<file path="src/rtl/alu_seq_pkg.sv">
// Shared definitions for the ALU instruction sequencer: state encodings,
// opcode constants and the opcode-to-execute-class decode.
package alu_seq_pkg;

  localparam int NREG_DEF = 16;
  localparam int OPC_W    = 5;
  localparam int RIDX_W   = 4;

  // State encodings kept as plain constants so existing tooling that
  // probes the state register keeps seeing the same values.
  localparam logic [3:0] S_IDLE = 4'd0;
  localparam logic [3:0] S_T0   = 4'd1;
  localparam logic [3:0] S_T1   = 4'd2;
  localparam logic [3:0] S_T1W  = 4'd3;
  localparam logic [3:0] S_T2   = 4'd4;
  localparam logic [3:0] S_T3   = 4'd5;
  localparam logic [3:0] S_T4   = 4'd6;
  localparam logic [3:0] S_T5   = 4'd7;
  localparam logic [3:0] S_T6   = 4'd8;

  // Opcodes handled by the register-register sequencer.
  localparam logic [OPC_W-1:0] OP_ADD  = 5'b00011;
  localparam logic [OPC_W-1:0] OP_SUB  = 5'b00100;
  localparam logic [OPC_W-1:0] OP_AND  = 5'b00101;
  localparam logic [OPC_W-1:0] OP_OR   = 5'b00110;
  localparam logic [OPC_W-1:0] OP_ROR  = 5'b00111;
  localparam logic [OPC_W-1:0] OP_ROL  = 5'b01000;
  localparam logic [OPC_W-1:0] OP_SHR  = 5'b01001;
  localparam logic [OPC_W-1:0] OP_SHRA = 5'b01010;
  localparam logic [OPC_W-1:0] OP_SHL  = 5'b01011;
  localparam logic [OPC_W-1:0] OP_MUL  = 5'b01111;
  localparam logic [OPC_W-1:0] OP_DIV  = 5'b10000;
  localparam logic [OPC_W-1:0] OP_NEG  = 5'b10001;
  localparam logic [OPC_W-1:0] OP_NOT  = 5'b10010;

  // Execute-phase shape of an instruction.
  typedef enum logic [1:0] {
    CLS_ILLEGAL = 2'd0,  // no strobes, illegal pulse in T3
    CLS_BIN     = 2'd1,  // Rb->Y, Rc op Y -> Z, Z low -> Ra
    CLS_MULDIV  = 2'd2,  // Ra->Y, Rb op Y -> Z, Z low -> LO, Z high -> HI
    CLS_UNARY   = 2'd3   // op Rb -> Z, Z low -> Ra
  } op_class_e;

  function automatic op_class_e decode_class(input logic [OPC_W-1:0] op);
    op_class_e cls;
    cls = CLS_ILLEGAL;
    if (op >= OP_ADD && op <= OP_SHL) begin
      cls = CLS_BIN;
    end else if (op == OP_MUL || op == OP_DIV) begin
      cls = CLS_MULDIV;
    end else if (op == OP_NEG || op == OP_NOT) begin
      cls = CLS_UNARY;
    end
    return cls;
  endfunction

endpackage

</file>
<file path="src/rtl/reg_onehot_dec.sv">
// Register index to one-hot enable vector; all zeros when disabled or when
// the index falls outside the register file.
module reg_onehot_dec
  import alu_seq_pkg::*;
#(
  parameter int NREG = NREG_DEF
) (
  input  logic              en_i,
  input  logic [RIDX_W-1:0] idx_i,
  output logic [NREG-1:0]   onehot_o
);

  // One bit per register, set only for the selected index.
  always_comb begin
    onehot_o = '0;
    for (int unsigned i = 0; i < NREG; i++) begin
      onehot_o[i] = en_i && (idx_i == RIDX_W'(i));
    end
  end

endmodule

</file>
<file path="src/rtl/alu_sequencer.sv">
// Hardwired control sequencer for register-register ALU instructions:
// fetch (T0..T2, with T1W memory wait) then execute (T3..T6). Outputs are
// Moore-decoded from the state and the IR fields latched when leaving T2.
module alu_sequencer
  import alu_seq_pkg::*;
#(
  parameter int NREG = NREG_DEF,
  parameter int OPW  = OPC_W
) (
  input  logic            clock,
  input  logic            clear,
  input  logic            run,
  input  logic [31:0]     ir,
  input  logic            mem_ready,
  output logic [NREG-1:0] Rin,
  output logic [NREG-1:0] Rout,
  output logic            PCout,
  output logic            incPC,
  output logic            MARin,
  output logic            PCin,
  output logic            read,
  output logic            MDRin,
  output logic            MDRout,
  output logic            IRin,
  output logic            Yin,
  output logic            Zin,
  output logic            ZLowOut,
  output logic            ZHighOut,
  output logic            LOin,
  output logic            HIin,
  output logic [OPW-1:0]  opcode,
  output logic            busy,
  output logic            illegal
);

  logic [3:0]        state_q, state_d;
  logic [3:0]        done_st;
  logic [OPW-1:0]    op_q;
  logic [RIDX_W-1:0] ra_q, rb_q, rc_q;
  op_class_e         cls;

  logic              rin_en;
  logic              rout_en;
  logic [RIDX_W-1:0] rout_idx;

  // Low IR bits carry no register-register information.
  logic unused_ir;
  assign unused_ir = ^ir[14:0];

  assign cls = decode_class(OPC_W'(op_q));

  // Where an instruction ends: straight into the next fetch or back to idle.
  assign done_st = run ? S_T0 : S_IDLE;

  // State register; clear forces IDLE immediately so every strobe drops at once.
  always_ff @(posedge clock or negedge clear) begin
    if (!clear) begin
      state_q <= S_IDLE;
    end else begin
      state_q <= state_d;
    end
  end

  // Capture opcode and register fields as the IR is loaded (edge leaving T2).
  always_ff @(posedge clock or negedge clear) begin
    if (!clear) begin
      op_q <= '0;
      ra_q <= '0;
      rb_q <= '0;
      rc_q <= '0;
    end else if (state_q == S_T2) begin
      op_q <= ir[31 -: OPW];
      ra_q <= ir[26:23];
      rb_q <= ir[22:19];
      rc_q <= ir[18:15];
    end
  end

  // Next-state sequencing; execute length depends on the opcode class.
  always_comb begin
    state_d = state_q;
    case (state_q)
      S_IDLE: if (run) state_d = S_T0;
      S_T0:   state_d = S_T1;
      S_T1:   state_d = mem_ready ? S_T2 : S_T1W;
      S_T1W:  if (mem_ready) state_d = S_T2;
      S_T2:   state_d = S_T3;
      S_T3:   state_d = (cls == CLS_ILLEGAL) ? done_st : S_T4;
      S_T4:   state_d = (cls == CLS_UNARY) ? done_st : S_T5;
      S_T5:   state_d = (cls == CLS_MULDIV) ? S_T6 : done_st;
      S_T6:   state_d = done_st;
      default: state_d = S_IDLE;
    endcase
  end

  // Strobe decode; at most one bus driver is enabled in any state.
  always_comb begin
    PCout    = 1'b0;
    incPC    = 1'b0;
    MARin    = 1'b0;
    PCin     = 1'b0;
    read     = 1'b0;
    MDRin    = 1'b0;
    MDRout   = 1'b0;
    IRin     = 1'b0;
    Yin      = 1'b0;
    Zin      = 1'b0;
    ZLowOut  = 1'b0;
    ZHighOut = 1'b0;
    LOin     = 1'b0;
    HIin     = 1'b0;
    illegal  = 1'b0;
    opcode   = '0;
    rin_en   = 1'b0;
    rout_en  = 1'b0;
    rout_idx = rb_q;
    busy     = (state_q != S_IDLE);
    case (state_q)
      S_T0: begin
        PCout = 1'b1;
        MARin = 1'b1;
        incPC = 1'b1;
        Zin   = 1'b1;
      end
      S_T1: begin
        ZLowOut = 1'b1;
        PCin    = 1'b1;
        read    = 1'b1;
        MDRin   = 1'b1;
      end
      // Wait cycles keep the read going without reloading the PC.
      S_T1W: begin
        read  = 1'b1;
        MDRin = 1'b1;
      end
      S_T2: begin
        MDRout = 1'b1;
        IRin   = 1'b1;
      end
      S_T3: begin
        case (cls)
          CLS_BIN: begin
            rout_en  = 1'b1;
            rout_idx = rb_q;
            Yin      = 1'b1;
          end
          CLS_MULDIV: begin
            rout_en  = 1'b1;
            rout_idx = ra_q;
            Yin      = 1'b1;
          end
          CLS_UNARY: begin
            rout_en  = 1'b1;
            rout_idx = rb_q;
            Zin      = 1'b1;
            opcode   = op_q;
          end
          default: illegal = 1'b1;
        endcase
      end
      S_T4: begin
        case (cls)
          CLS_BIN: begin
            rout_en  = 1'b1;
            rout_idx = rc_q;
            Zin      = 1'b1;
            opcode   = op_q;
          end
          CLS_MULDIV: begin
            rout_en  = 1'b1;
            rout_idx = rb_q;
            Zin      = 1'b1;
            opcode   = op_q;
          end
          CLS_UNARY: begin
            ZLowOut = 1'b1;
            rin_en  = 1'b1;
          end
          default: ;
        endcase
      end
      S_T5: begin
        case (cls)
          CLS_BIN: begin
            ZLowOut = 1'b1;
            rin_en  = 1'b1;
          end
          CLS_MULDIV: begin
            ZLowOut = 1'b1;
            LOin    = 1'b1;
          end
          default: ;
        endcase
      end
      S_T6: begin
        if (cls == CLS_MULDIV) begin
          ZHighOut = 1'b1;
          HIin     = 1'b1;
        end
      end
      default: ;
    endcase
  end

  // Destination register load enable (always Ra).
  reg_onehot_dec #(.NREG(NREG)) u_rin_dec (
    .en_i     (rin_en),
    .idx_i    (ra_q),
    .onehot_o (Rin)
  );

  // Source register bus drive enable.
  reg_onehot_dec #(.NREG(NREG)) u_rout_dec (
    .en_i     (rout_en),
    .idx_i    (rout_idx),
    .onehot_o (Rout)
  );

endmodule

</file>
<file path="config.mk">
export PLATFORM = sky130hd
export DESIGN_NAME = alu_sequencer
export DESIGN_NICKNAME = d
export VERILOG_FILES = /design/src/rtl/alu_seq_pkg.sv /design/src/rtl/reg_onehot_dec.sv /design/src/rtl/alu_sequencer.sv
export SDC_FILE = /design/constraint.sdc
export NUM_CORES = 1
export LEC_CHECK = 0
export CORE_MARGIN = 2
export CORE_UTILIZATION = 35
export CTS_CLUSTER_DIAMETER = 40
export DETAILED_ROUTE_END_ITERATION = 6
export PLACE_DENSITY = 0.69
export SLEW_MARGIN = 20
export SYNTH_ARGS = -nofsm -noshare
export SYNTH_HDL_FRONTEND = slang
export SYNTH_SLANG_ARGS = --single-unit
</file>
<file path="constraint.sdc">
create_clock -name clock -period 7.2 [get_ports clock]
set_input_delay 1.44 -clock clock [delete_from_list [all_inputs] [get_ports clock]]
set_output_delay 1.44 -clock clock [all_outputs]
set_load 0.005 [all_outputs]
</file>
==> flow_summary.ini, run 1 <==
[die]
core_area_um2 = 4750
die_w_um = 74.6
die_h_um = 74.6
rows = 25
io_pins = 89
start_util_pct = 36.7
die_area_um2 = 5560

[setup_path]
critPathMaxStageDelay_ns = 0.76
start_kind = flop
critPathCaptureType = output pin
worstSetupPathType = flop to output pin
crit_slowest_cell = a221oi_1
arrival_ns = 3.31
crit_chain = nand4bb_1 -> o211a_1 -> a221oi_1 -> nor4_1 -> clkdlybuf4s50_1
cp_num_buf_inv = 1
cp.required_ns = 5.76
cpLargestDelayFamily = compound AO/OA/AOI/OAI gates
regToRegSetupSlack_ns = 5.03
cp_max_fo = 20

[power]
peakVddDrop_mv = 0.227
p_leak_nw = 0.896
sw_frac_of_total_pct = 44.4
seqPwrFrac_pct = 35.2
p_sw_w = 0.000364
combPwrFrac_pct = 55.2
power_density_nw_per_um2 = 324
intPower_w = 0.000455
p_clk_share_pct = 9.6

[clock_network]
htree_levels = 1
cts_tree = done
clkSinkCount = 21
worstSkewPairLatency_ns = 0.26
ctsResizeCount = 0
clkTransAtPathRegs_ns = 0.08
cts_buffers = 3
ctsHoldBuffers = 0
root_buffer = clkbuf_8
cts_setup_buffers = 0
cts.path.max_buffers = 2

[synthesis]
synth.area.top_cells = dfrtp_1 (30%), mux2_2 (12%), nor4b_1 (4.5%)
synth_top_area_cell = dfrtp_1
synth_ff_type = dfrtp_1
avgSynthCellArea_um2 = 9.08
yosys-top-cells-count = dfrtp_1 (21), nor2_1 (19), mux2_2 (18)
netlist_instances = 192
syn-cell-area_um2 = 1740
async_reset_ff_share_pct = 100
ys_seq_area_share_pct = 30.2
yosys.area.top_type_share_pct = 30.2
synth_nets = 228
synth_edf_count = 0
synthDistinctLibCells = 50
ys_seq_elements = 21
synth_most_common_cell = dfrtp_1
yosysWarnings = 0

[sta]
fin_ws_ns = 2.45
max_freq_mhz = 210
period_minus_slack_ns = 4.75
worst_pin_slew_ns = 0.963
rsz0062_at_grt = false
tns_ns = 0
worst_hold_slack_ns = 0.517
period_share_pct = 66.0
setup_violations = 0
clock_skew_ns = 0.00157
drv_slew = 0
hold_violations = 0
maxSlewHeadroom_pct = 35.8

[route]
viasPerCell = 5.32
vias = 1687
top_layer = met4
drtPass1Iterations = 4
wire_per_inst_um = 14.2
detail-route-antenna-nets = 0
drt_iter0_markers = 92
met3_wirelength_um = 225
met2_length_um = 2190
wl_met1_um = 2050
drc = 0
wl_um = 4500

[place]
io_buffers = 73
dpl-instance-area_um2 = 2470
post-dp-hpwl_um = 3380
gp_congestion = 0.756
pre_cts_ws_ns = 2.77

[final_layout]
antenna_cells = 0
nets = 287
area_delta_synth_final_pct = 44.7
layout-drive-gt1-share_pct = 13.6
stdcell_area_um2 = 2520

[global_route]
grt_pass1_wl_um = 7070
antenna_found_initial = 0
grt-ovfl-total = 0
grt_pass1_vias = 1435
track_usage_pct = 16.1
grt_max_degree = 22

[worst_hold_path]
hp-class = flop to flop

[run]
max_cap_violations = 0

[outcome]
status = complete, no violations
-- power by group through the flow --
stage               registers (W)  logic [W]  clock network, W
floorplan                0.000207   0.000397                 0
global placement         0.000287   0.000447                 0
detailed placement       0.000290   0.000453                 0
CTS                      0.000287   0.000455         0.0000811
global route             0.000306   0.000499         0.0000863
finish                   0.000288   0.000452         0.0000787
-- cells by family after synthesis --
family / Yosys count / synth area share (%)
AOI/OAI and AO/OA: 30 / 13.6
xor gates and xnor gates: 1 / 0.503
buffers and inverters: 22 / 6.17
and+or+nand+nor: 96 / 35.5
muxes: 22 / 14.0
DFF: 21 / 30.2
-- through the flow --
stage	instances	util [%]	total power, W
final	317	53.1	0.000818
after global routing	317	53.1	0.000891
after CTS	317	53.1	0.000823
after detailed placement	313	52.0	0.000743
after global placement	313	52.0	0.000734
after floorplan	192	-	0.000604
-- cell type report --
type | count | area, um^2
Sequential cell | 21 | 526
Clock buffer | 3 | 41.3
Tap cell | 67 | 83.8
Timing Repair Buffer | 74 | 738
Fill cell | 469 | 2230
Inverter | 2 | 7.51
Clock inverter | 1 | 7.51
Multi-Input combinational cell | 149 | 1120
-- state kept, by name (all words and copies together) (netlist names) --
signal / flops
rb_q: 4
state_q: 4
rc_q: 4
op_q: 5
ra_q: 4
-- placed cells by master, fill, tap and decap left out, types with 4 or more instances in the layout --
| cell | instances |
|---|---|
| a21oi_1 | 5 |
| and2_1 | 8 |
| and3_1 | 5 |
| clkdlybuf4s50_1 | 73 |
| dfrtp_1 | 21 |
| mux2_2 | 18 |
| nand2_1 | 8 |
| nand2b_1 | 6 |
| nand3_1 | 4 |
| nand3b_1 | 5 |
| nor2_1 | 19 |
| nor3_1 | 5 |
| nor4_1 | 10 |
| nor4b_1 | 9 |
| o21ai_0 | 4 |
-- worst paths after layout --
| kind | startpoint | endpoint | cells after the start |
|---|---|---|---|
| max in group asynchronous | clear | rb_q[0] | 1 |
| setup / recovery | state_q[0] | Rout[7] | 5 |
| hold reg to reg | rc_q[2] | rc_q[2] | 1 |
| hold / removal | rc_q[2] | rc_q[2] | 1 |
| min in group asynchronous | clear | state_q[2] | 1 |
| setup reg to reg | state_q[0] | state_q[0] | 4 |
-- routing by layer --
layer	track usage [%]	vias up
met5	0	-
met4	2.58	0
met3	3.25	4
met2	25.1	45
met1	23.7	800
li1	-	838
Power figures use the tool's default switching activity.
==> run 2, diff against run 1 <==
==> constraint.sdc (replaced) <==
create_clock -name clock -period 4.45 [get_ports clock]
set_input_delay 0.89 -clock clock [delete_from_list [all_inputs] [get_ports clock]]
set_output_delay 0.89 -clock clock [all_outputs]
set_load 0.005 [all_outputs]
==> run 2 against run 1 <==
  * Via count about the same
  * Hold slack better by 0.0064 ns
  * Largest cell class unchanged
  * Combinational power up 73%
  * Cell area up 0.69%
  * Sequential share of layout area down 0.14 points
  * Largest power group unchanged
  * Count of clock-buffer cells in the layout unchanged
  * Critical endpoint is now Rout[14]
  * Clock power up 64%
==> flow_summary.ini, run 2 (synthesized netlist as in run 1, its figures left out) <==
[final_layout]
nFillCells = 461
mostFrequentLayoutCells = clkdlybuf4s50_1 (72), dfrtp_1 (21), nor2_1 (19)
area_delta_synth_final_pct = 45.7
largest_register = op_q
nets = 290
stdcell_count = 320
stdcell_area_um2 = 2540
largest_register_ffs = 5
seqCellArea_um2 = 526
layout-drive-gt1-share_pct = 15.0
antenna_cells = 0
multi_input_area_um2 = 1120
mostFrequentLayoutCell = clkdlybuf4s50_1

[power]
power_density_nw_per_um2 = 534
peakVddDrop_mv = 0.253
p_leak_nw = 0.910

[route]
detail-route-antenna-nets = 0
wl_um = 4650
drc = 0
viasPerCell = 5.28
wire_per_inst_um = 14.5
drtPass1Iterations = 5
drt_iter0_markers = 109
vias = 1688

[global_route]
grt.busiest_layer = met2
met2_usage_pct = 27.3
grt_pass1_vias = 1479
grtUsageMet1_pct = 24.3
antenna_found_initial = 0
track_usage_pct = 17.0
grt_pass1_wl_um = 7430
met3_usage_pct = 3.66
grt-ovfl-total = 0
grt_max_degree = 22

[clock_network]
cts_tree = done
cts_buffers = 3
cts.path.max_buffers = 2
ctsHoldBuffers = 0
clkSinkCount = 21
root_buffer = clkbuf_8
clkTransAtPathRegs_ns = 0.08
worstSkewPairLatency_ns = 0.26
cts_setup_buffers = 0
htree_levels = 1
ctsResizeCount = 0

[setup_path]
crit_chain = nand4bb_1 -> o211a_1 -> a221o_1 -> nor4b_1 -> clkdlybuf4s50_1
arrival_ns = 3.14
cp.required_ns = 3.56
critPathCaptureType = output pin
cp-endpoint = Rout[14]
critPathMaxStageDelay_ns = 0.58
r2r-end = rb_q[2]
regToRegSetupSlack_ns = 2.32
start_kind = flop
startpoint = state_q[3]
crit_slowest_cell = nand4bb_1
r2r-start = state_q[2]
reg2regPathDepth = 4
cp_max_fo = 15
worstSetupPathType = flop to output pin

[place]
dpl-instance-area_um2 = 2500
post-dp-hpwl_um = 3540
gp_congestion = 0.760
pre_cts_ws_ns = 0.751
dpl.cell_count = 316
io_buffers = 73

[die]
core_area_um2 = 4750
start_util_pct = 36.7
die_area_um2 = 5560
io_pins = 89
die_w_um = 74.6
die_h_um = 74.6
rows = 25

[sta]
hold_violations = 0
clock_skew_ns = 0.00142
period_share_pct = 90.6
setup_violations = 0
tns_ns = 0
max_freq_mhz = 248
maxSlewHeadroom_pct = 53.9
fin_ws_ns = 0.418
period_minus_slack_ns = 4.03
rsz0062_at_grt = false
drv_slew = 0
worst_pin_slew_ns = 0.687
worst_hold_slack_ns = 0.523

[outcome]
status = complete, no violations

[run]
max_cap_violations = 0

[worst_hold_path]
hp-class = flop to flop
## run 2: final cells by class
cell class	instances	share of cell area [%]
multi-input combinational	149	44.0
clock buffer	3	1.63
tap	67	3.30
sequential	21	20.7
inverter	2	0.296
clock inverter	1	0.296
timing repair buffer	77	29.8
## run 2: power breakdown
part | total, W | switching (W) | internal (W)
Combinational | 0.000782 | 0.000377 | 0.000405
Sequential | 0.000445 | 0.000161 | 0.000284
Clock | 0.000129 | 0.0000660 | 0.0000632
Total | 0.00136 | 0.000604 | 0.000752
## run 2: worst min-delay path by stage
stage	from	end	slack, ns	depth (start not counted)
floorplan	rc_q[1]	rc_q[1]	0.48	1
global placement	rc_q[2]	rc_q[2]	0.50	1
detailed placement	rb_q[3]	rb_q[3]	0.50	1
CTS	rb_q[3]	rb_q[3]	0.52	1
global route	rc_q[2]	rc_q[2]	0.55	1
finish	rb_q[3]	rb_q[3]	0.52	1
## run 2: stage by stage
stage / total power, W / util (%)
after detailed placement: 0.00123 / 52.5
after global placement: 0.00121 / 52.5
after floorplan: 0.000977 / -
after global routing: 0.00147 / 53.4
after CTS: 0.00137 / 53.5
final: 0.00136 / 53.4
## run 2: metal layers
layer	vias to the layer above	share of wire, %
met3	2	4.8
li1	839	-
met2	43	48
met1	804	46
met5	-	0
met4	0	0.39
## run 2: critical path, delay by kind of cell, from the launching register on
family	cells	cell delay (ns)
flops	1	0.54
compound gates	2	0.78
simple gates	2	0.99
buf+inv	1	0.57
==> run 3, diff against run 2 <==
--- a/config.mk
+++ b/config.mk
@@ -10,6 +10,7 @@
 export CTS_CLUSTER_DIAMETER = 40
 export DETAILED_ROUTE_END_ITERATION = 6
 export PLACE_DENSITY = 0.69
+export SKIP_LAST_GASP = 1
 export SLEW_MARGIN = 20
 export SYNTH_ARGS = -nofsm -noshare
 export SYNTH_HDL_FRONTEND = slang
==> constraint.sdc (replaced) <==
create_clock -name clock -period 4.45 [get_ports clock]
set_input_delay 1.1125 -clock clock [delete_from_list [all_inputs] [get_ports clock]]
set_output_delay 1.1125 -clock clock [all_outputs]
set_load 0.005 [all_outputs]
==> run 3 against run 2 <==
  * Die area stayed put
  * Clock power hardly changed
  * Sequential share of layout area hardly changed
  * Critical path depth is 1 higher
  * Sequential power hardly changed
  * Highest routed layer unchanged
  * Total power hardly changed
  * Utilization is 0.11 points higher
  * Largest power group unchanged
  * Largest cell class unchanged
==> flow_summary.ini, run 3 (synthesized netlist as in run 1, its figures left out) <==
[route]
viasPerCell = 5.21
vias = 1671
detail-route-antenna-nets = 0
wl_um = 4540
drtPass1Iterations = 4
drt_iter0_markers = 155
wire_per_inst_um = 14.1
drc = 0

[clock_network]
clkTransAtPathRegs_ns = 0.08
ctsResizeCount = 0
cts_tree = done
clkSinkCount = 21
ctsHoldBuffers = 0
cts_setup_buffers = 0
worstSkewPairLatency_ns = 0.26
cts.path.max_buffers = 2
root_buffer = clkbuf_8
htree_levels = 1
cts_buffers = 3

[global_route]
grt_pass1_wl_um = 7200
track_usage_pct = 16.4
grt_max_degree = 22
antenna_found_initial = 0
grt_pass1_vias = 1450
grt-ovfl-total = 0

[final_layout]
largest_register_ffs = 5
mostFrequentLayoutCell = clkdlybuf4s50_1
largest_register = op_q
final_core_util_pct = 53.5
area_delta_synth_final_pct = 46.0
antenna_cells = 0
nets = 291
stdcell_count = 321
layout-drive-gt1-share_pct = 15.4
mostFrequentLayoutCells = clkdlybuf4s50_1 (72), dfrtp_1 (21), nor2_1 (19)
nFillCells = 450

[setup_path]
arrival_ns = 2.99
cp_max_fo = 9
worstSetupPathType = flop to output pin
reg2regPathDepth = 4
cp.required_ns = 3.34
critPathCaptureType = output pin
start_kind = flop

[sta]
clock_skew_ns = 0.00532
max_freq_mhz = 244
setup_violations = 0
period_share_pct = 92.1
hold_violations = 0
worst_hold_slack_ns = 0.518
worst_pin_slew_ns = 0.549
maxSlewHeadroom_pct = 63.1
fin_ws_ns = 0.351
drv_slew = 0
period_minus_slack_ns = 4.10
rsz0062_at_grt = false
tns_ns = 0

[worst_hold_path]
holdPathStages = 1
hp-class = flop to flop

[die]
io_pins = 89
core_area_um2 = 4750
rows = 25
die_area_um2 = 5560
start_util_pct = 36.7
die_w_um = 74.6
die_h_um = 74.6

[outcome]
status = complete, no violations

[power]
peakVddDrop_mv = 0.307
p_leak_nw = 0.913
power_density_nw_per_um2 = 533

[place]
pre_cts_ws_ns = 0.608
io_buffers = 73
post-dp-hpwl_um = 3430
dpl.cell_count = 316
gp_congestion = 0.737

[run]
max_cap_violations = 0
[run 3: cell count changes in the layout (fill, tap and decap cells not counted), sizes merged]
cell  change
buf       +1
[run 3: critical path, cell delays in order (launching register included)]
cell             delay (ns)
dfrtp_1                0.48
or4b_4                 0.59
a21oi_4                0.19
o21ai_2                0.09
a221o_1                0.47
nor4b_1                0.33
clkdlybuf4s50_1        0.56
[run 3: final cells by class]
cell class | count | area, um^2 | share of cell area [%]
inverters | 2 | 7.51 | 0.295
well taps | 67 | 83.8 | 3.29
clock buffers | 3 | 41.3 | 1.62
flip-flops and latches | 21 | 526 | 20.6
repair buffers | 78 | 761 | 29.9
clock inverters | 1 | 7.51 | 0.295
multi-input cells | 149 | 1120 | 44.0
[run 3: report_power, final]
part	total (W)	internal (W)	switching [W]
combinational	0.000778	0.000405	0.000373
sequential	0.000448	0.000284	0.000165
clock	0.000130	0.0000633	0.0000663
[run 3: final timing paths]
path	start	endpoint	slack, ns
max reg2reg	state_q[2]	op_q[4]	2.44
min in group asynchronous	clear	state_q[0]	0.79
min reg2reg	rc_q[2]	rc_q[2]	0.52
max in group asynchronous	clear	ra_q[2]	3.32
min	rc_q[2]	rc_q[2]	0.52
max	op_q[2]	Rout[14]	0.35
[run 3: through the flow]
step	total power [W]	instance area (um^2)
floorplan	0.000977	1740
global placement	0.00121	2500
detailed placement	0.00122	2500
CTS	0.00136	2540
global route	0.00147	2540
finish	0.00136	2540
[run 3: routing by layer]
metal	GRT usage [%]	vias to the layer above	wire length (um)
li1	-	845	-
met1	24.0	786	2110
met2	25.1	38	2200
met3	4.07	2	220
met4	2.58	0	8
met5	0	-	0
